===== config.mk =====
export PLATFORM = sky130hd
export DESIGN_NAME = arrow_judge
export DESIGN_NICKNAME = d
export VERILOG_FILES = /design/src/rtl/arrow_judge_pkg.sv /design/src/rtl/arrow_judge_button_debouncer.sv /design/src/rtl/arrow_judge.sv
export SDC_FILE = /design/constraint.sdc
export NUM_CORES = 1
export LEC_CHECK = 0
export ABC_CLOCK_PERIOD_IN_PS = 2600
export CAP_MARGIN = 5
export CORE_MARGIN = 2
export CORE_UTILIZATION = 50
export DETAILED_ROUTE_END_ITERATION = 8
export PLACE_DENSITY_LB_ADDON = 0.15
export SLEW_MARGIN = 20
export SYNTH_ARGS = -nofsm -noshare
export SYNTH_HDL_FRONTEND = slang
export SYNTH_HIERARCHICAL = 1
export SYNTH_SLANG_ARGS = --single-unit

===== constraint.sdc =====
create_clock -name clk -period 2.6 [get_ports clk]
set_clock_uncertainty 0.15 [all_clocks]
set_input_delay 0.52 -clock clk [delete_from_list [all_inputs] [get_ports clk]]
set_output_delay 0.52 -clock clk [all_outputs]
set_load 0.02 [all_outputs]

===== src/rtl/arrow_judge_pkg.sv =====
// Shared codes for the rhythm game: play states, display arrow codes and the
// mask-to-arrow encoder used by the input judge.
package arrow_judge_pkg;

  localparam int unsigned STATE_BITS = 2;
  localparam logic [STATE_BITS-1:0] STATE_GAME  = 2'd0;
  localparam logic [STATE_BITS-1:0] STATE_PAUSE = 2'd1;
  localparam logic [STATE_BITS-1:0] STATE_RESET = 2'd2;

  localparam int unsigned ARROW_BITS = 5;
  localparam logic [ARROW_BITS-1:0] ARROW_UP      = 5'd10;
  localparam logic [ARROW_BITS-1:0] ARROW_DOWN    = 5'd11;
  localparam logic [ARROW_BITS-1:0] ARROW_LEFT    = 5'd12;
  localparam logic [ARROW_BITS-1:0] ARROW_RIGHT   = 5'd13;
  localparam logic [ARROW_BITS-1:0] ARROW_UD      = 5'd14;
  localparam logic [ARROW_BITS-1:0] ARROW_UL      = 5'd15;
  localparam logic [ARROW_BITS-1:0] ARROW_UR      = 5'd16;
  localparam logic [ARROW_BITS-1:0] ARROW_DL      = 5'd17;
  localparam logic [ARROW_BITS-1:0] ARROW_DR      = 5'd18;
  localparam logic [ARROW_BITS-1:0] ARROW_LR      = 5'd19;
  localparam logic [ARROW_BITS-1:0] ARROW_NONE    = 5'd20;
  localparam logic [ARROW_BITS-1:0] ARROW_INVALID = 5'd21;

  localparam int unsigned SCORE_MAX  = 9999;
  localparam int unsigned SCORE_BITS = 14;

  // Button mask bit order: [3]=up, [2]=down, [1]=left, [0]=right.
  typedef logic [3:0] arrow_mask_t;

  function automatic logic [ARROW_BITS-1:0] mask_to_code(input arrow_mask_t mask);
    logic [ARROW_BITS-1:0] code;
    case (mask)
      4'b0000: code = ARROW_NONE;
      4'b1000: code = ARROW_UP;
      4'b0100: code = ARROW_DOWN;
      4'b0010: code = ARROW_LEFT;
      4'b0001: code = ARROW_RIGHT;
      4'b1100: code = ARROW_UD;
      4'b1010: code = ARROW_UL;
      4'b1001: code = ARROW_UR;
      4'b0110: code = ARROW_DL;
      4'b0101: code = ARROW_DR;
      4'b0011: code = ARROW_LR;
      default: code = ARROW_INVALID;
    endcase
    return code;
  endfunction

endpackage


===== src/rtl/arrow_judge_button_debouncer.sv =====
// Single-button synchronizer and debouncer; emits a one-cycle pulse when the
// accepted level goes high.
module button_debouncer
  import arrow_judge_pkg::*;
#(
  parameter int unsigned DEBOUNCE_CYCLES = 50000,
  parameter int unsigned DB_BITS         = 16
) (
  input  logic clk_i,
  input  logic rst_ni,
  input  logic btn_i,
  output logic rise_o
);

  logic [1:0]         sync_q;
  logic               db_q, db_d;
  logic [DB_BITS-1:0] cnt_q, cnt_d;
  logic               rise_q;

  always_comb begin
    db_d  = db_q;
    cnt_d = '0;
    if (sync_q[1] != db_q) begin
      if (cnt_q == DB_BITS'(DEBOUNCE_CYCLES - 1)) begin
        db_d = ~db_q;
      end else begin
        cnt_d = cnt_q + DB_BITS'(1);
      end
    end
  end

  always_ff @(posedge clk_i) begin
    if (!rst_ni) begin
      sync_q <= '0;
      db_q   <= 1'b0;
      cnt_q  <= '0;
      rise_q <= 1'b0;
    end else begin
      sync_q <= {sync_q[0], btn_i};
      db_q   <= db_d;
      cnt_q  <= cnt_d;
      rise_q <= db_d & ~db_q;
    end
  end

  assign rise_o = rise_q;

endmodule


===== src/rtl/arrow_judge.sv =====
// Beat-window input judge: collects debounced arrow presses per metronome beat
// and scores them against the arrow shown in the hit slot.
module arrow_judge #(
  parameter int unsigned DEBOUNCE_CYCLES = 50000,
  parameter int unsigned DB_BITS         = 16,
  parameter int unsigned SCORE_MAX       = arrow_judge_pkg::SCORE_MAX
) (
  input  logic        clk,
  input  logic        rst_n,
  input  logic        metronome_clk,
  input  logic [1:0]  state,
  input  logic [4:0]  target_arrow,
  input  logic        btn_up,
  input  logic        btn_down,
  input  logic        btn_left,
  input  logic        btn_right,
  output logic [4:0]  pressed_arrow,
  output logic        hit,
  output logic        miss,
  output logic [13:0] score,
  output logic [13:0] combo_count
);
  import arrow_judge_pkg::*;

  localparam logic [SCORE_BITS-1:0] ScoreSat = SCORE_BITS'(SCORE_MAX);

  logic [2:0]  met_sync_q;
  logic        beat_q;
  arrow_mask_t btn_raw, rise;

  assign btn_raw = {btn_up, btn_down, btn_left, btn_right};

  for (genvar i = 0; i < 4; i++) begin : g_db
    button_debouncer #(
      .DEBOUNCE_CYCLES(DEBOUNCE_CYCLES),
      .DB_BITS        (DB_BITS)
    ) u_db (
      .clk_i (clk),
      .rst_ni(rst_n),
      .btn_i (btn_raw[i]),
      .rise_o(rise[i])
    );
  end

  always_ff @(posedge clk) begin
    if (!rst_n) begin
      met_sync_q <= '0;
      beat_q     <= 1'b0;
    end else begin
      met_sync_q <= {met_sync_q[1:0], metronome_clk};
      beat_q     <= met_sync_q[1] & ~met_sync_q[2];
    end
  end

  arrow_mask_t           mask_q, mask_d;
  logic [ARROW_BITS-1:0] target_q, target_d, pressed_q, pressed_d, code;
  logic                  hit_q, hit_d, miss_q, miss_d;
  logic [SCORE_BITS-1:0] score_q, score_d, combo_q, combo_d;

  assign code = mask_to_code(mask_q);

  always_comb begin
    mask_d    = mask_q;
    target_d  = target_q;
    pressed_d = pressed_q;
    score_d   = score_q;
    combo_d   = combo_q;
    hit_d     = 1'b0;
    miss_d    = 1'b0;
    case (state)
      STATE_GAME: begin
        if (beat_q) begin
          // A press landing on the beat cycle opens the new window.
          mask_d    = rise;
          target_d  = target_arrow;
          pressed_d = code;
          if (target_q == ARROW_NONE && mask_q == '0) begin
            hit_d = 1'b0;
          end else if (target_q != ARROW_NONE && code != ARROW_INVALID && code == target_q) begin
            hit_d   = 1'b1;
            score_d = (score_q >= ScoreSat) ? score_q : score_q + SCORE_BITS'(1);
            combo_d = (combo_q >= ScoreSat) ? combo_q : combo_q + SCORE_BITS'(1);
          end else begin
            miss_d  = 1'b1;
            combo_d = '0;
          end
        end else begin
          mask_d = mask_q | rise;
        end
      end
      STATE_RESET: begin
        mask_d    = '0;
        target_d  = ARROW_NONE;
        pressed_d = ARROW_NONE;
        score_d   = '0;
        combo_d   = '0;
      end
      default: begin
        mask_d = '0;
      end
    endcase
  end

  always_ff @(posedge clk) begin
    if (!rst_n) begin
      mask_q    <= '0;
      target_q  <= ARROW_NONE;
      pressed_q <= ARROW_NONE;
      hit_q     <= 1'b0;
      miss_q    <= 1'b0;
      score_q   <= '0;
      combo_q   <= '0;
    end else begin
      mask_q    <= mask_d;
      target_q  <= target_d;
      pressed_q <= pressed_d;
      hit_q     <= hit_d;
      miss_q    <= miss_d;
      score_q   <= score_d;
      combo_q   <= combo_d;
    end
  end

  assign pressed_arrow = pressed_q;
  assign hit           = hit_q;
  assign miss          = miss_q;
  assign score         = score_q;
  assign combo_count   = combo_q;

endmodule


==> flow_summary.toml <==
[outcome]
outcome = "complete, no violations"

[clocking]
postCtsHoldBufs = 0
cts_root_buf = "clkbuf_16"
post-cts-setup-buffer-count = 0
clock_latency_ns = 0.42
cts.sink_count = 133
path_clk_slew_ns = 0.05
cts_tree = "yes"
cts-resized-gates = 0
htreeDepth = 4
cts_made_buffers = 17
cts_max_path_buffers = 2

[sta]
final.period_utilization = 0.9001
finalSetupTns_ns = 0
fin_crit_ns = 2.340
clock.fmax_mhz = 427.3
setup_viol = 0
drv_slew = 0
finalHoldViolCount = 0
rsz0062_at_grt = "no"
tightest_slew_ns = 0.6017
relSlewSlack = 0.5926

[finish]
fillCellCount = 1047
fin_util = 0.6159
drive_gt1_frac = 0.08827
areaGrowthSynthToFinish_pct = 21.34
layout.nets = 771
diodes = 0
stdcell_area_um2 = 7336

[routing]
drc = 0
dr.pass1.iters = 5
wire_per_inst_um = 14.06
drt-initial-drc-count = 302
routed_wl_um = 12740
routed_via_density = 5.587
dr_total_vias = 5062
ant_nets = 0

[yosys]
synth_edf_count = 0
synthesis.nets = 699
synth_cells = 674
synth_top_area_frac = 0.4404
syn_area_um2 = 6046
ys_seq_area_frac = 0.4404
synth_ff_type = "dfxtp_1"
synth_cell_types = 61
synthArstFlopShare = 0
yosysWarnings = 6
synth_seq_cells = 133
yosysTopAreaCell = "dfxtp_1"
synth_area_leaders = "dfxtp_1 44%, xnor2_1 8.3%, nor2_1 5.8%"
avgSynthCellArea_um2 = 8.970

[power_and_ir_drop]
powerDensity_nw_per_um2 = 616.2
p_leak_nw = 2.512
power_mw = 4.521
irDropWorstVdd_mv = 0.4063

[setup_path]
cp_cell_sequence = "or4_1 > o311ai_1 > nor3_1 > buf_4 > a221o_1"
max_stage_delay_ns = 0.57
cp_data_arrival_time_ns = 2.49
crit_type = "reg -> reg"
cp-start-kind = "flop"
crit_family = "compound AO/OA/AOI/OAI gates"
endpoint_kind = "flop"
critPathSlowestCell = "or4_1"
path_buf_inv = 1
crit_path_max_fanout = 6
cp.required_ns = 2.75

[grt]
grt_max_degree = 28
track_usage = 0.2094
antenna_found_initial = 0
grt_pass1_wl_um = 22110
gr-total-overflow = 0
grt_pass1_vias = 4853

[floorplan]
die_h_um = 114.0
die_x_um = 114.0
dieArea_um2 = 12990
ios = 49
core_area_um2 = 11910
rows = 40
initial_core_util = 0.5076

[placement]
dpl_cell_area_um2 = 6751
dp_hpwl_um = 9176
place_congestion = 0.8821
port_buffers = 48

[min_path]
hp-class = "reg -> reg"

[job]
maxCapViolCount = 0
-- synth_stat cells (all sizes together) (7+ instances only) --
cell type	number
dfxtp	133
nor2	94
xnor2	57
nand2	42
nand3	39
inv	37
nor4	30
nor3	26
and2	22
nand4	18
nand2b	13
ha	11
o21ai	11
a31oi	9
a41oi	9
buf	9
o21a	9
a21oi	8
and3	8
xor2	8
or4	7
-- layout by cell type (no fill, tap or decap), drive strengths merged, types with 18 or more instances in the layout --
master         count
nor2              94
clkdlybuf4s50     48
nand4             18
nor4              30
clkbuf            22
inv               37
and2              22
dfxtp            133
buf               19
nand2             42
xnor2             57
nand3             39
nor3              26
-- power by group --
group | internal (mW) | total (mW) | leakage (nW) | switching [mW]
Combinational | 0.0482 | 0.111 | 1.15 | 0.0626
Sequential | 2.05 | 2.06 | 1.07 | 0.00650
Clock | 1.52 | 2.35 | 0.284 | 0.832
-- stage by stage --
step | instances | worst slack, ns | hold WS [ns]
global placement | 874 | 0.1150 | 0.2231
global route | 906 | 0.1100 | 0.2603
finish | 906 | 0.2597 | 0.2368
CTS | 906 | 0.2611 | 0.2415
floorplan | 674 | 0.4654 | 0.2174
detailed placement | 874 | 0.03234 | 0.2320
-- flip-flops by register name (all words and copies together) (netlist names) --
| name | flops |
|---|---|
| g_db.u_db/cnt_q | 64 |
| code | 5 |
| met_sync_q | 3 |
| mask_q | 4 |
| combo_count | 14 |
| g_db.u_db/sync_q | 8 |
| beat_q | 1 |
| target_q | 5 |
| pressed_arrow | 5 |
| g_db.u_db/db_q | 4 |
| g_db.u_db/rise_o | 4 |
| score | 14 |
| miss | 1 |
| hit | 1 |
-- layout make-up --
class | count | area, um2 | share of cell area
multi-input combinational | 490 | 3143 | 0.4284
clock inverter | 10 | 130.1 | 0.01774
clock buffer | 22 | 454.2 | 0.06191
sequential | 133 | 2663 | 0.3630
timing repair buffer | 67 | 623.1 | 0.08494
tap | 147 | 183.9 | 0.02507
inverter | 37 | 138.9 | 0.01893
-- logic make-up after synthesis --
family	after synthesis	synth area share
buffers and inverters	51	0.04077
xor gates and xnor gates	65	0.09416
muxes	6	0.01014
and+or+nand+nor	322	0.2757
AOI/OAI and AO/OA	86	0.1161
DFF	133	0.4404
adders and majority gates	11	0.02276
-- path summary, 6_finish.rpt --
path / to / cells after the start / slack, ns / start
setup / recovery: score[10] / 5 / 0.26 / mask_q[0]
hold reg to reg: beat_q / 1 / 0.24 / met_sync_q[2]
setup reg to reg: score[10] / 5 / 0.26 / mask_q[0]
hold / removal: beat_q / 1 / 0.24 / met_sync_q[2]
-- layer usage --
layer	GRT usage	part of all wire
met2	0.3472	0.49
met5	0	0
met4	0.08049	0.017
met3	0.05048	0.038
met1	0.2641	0.46
(Power assumes the default switching activity.)
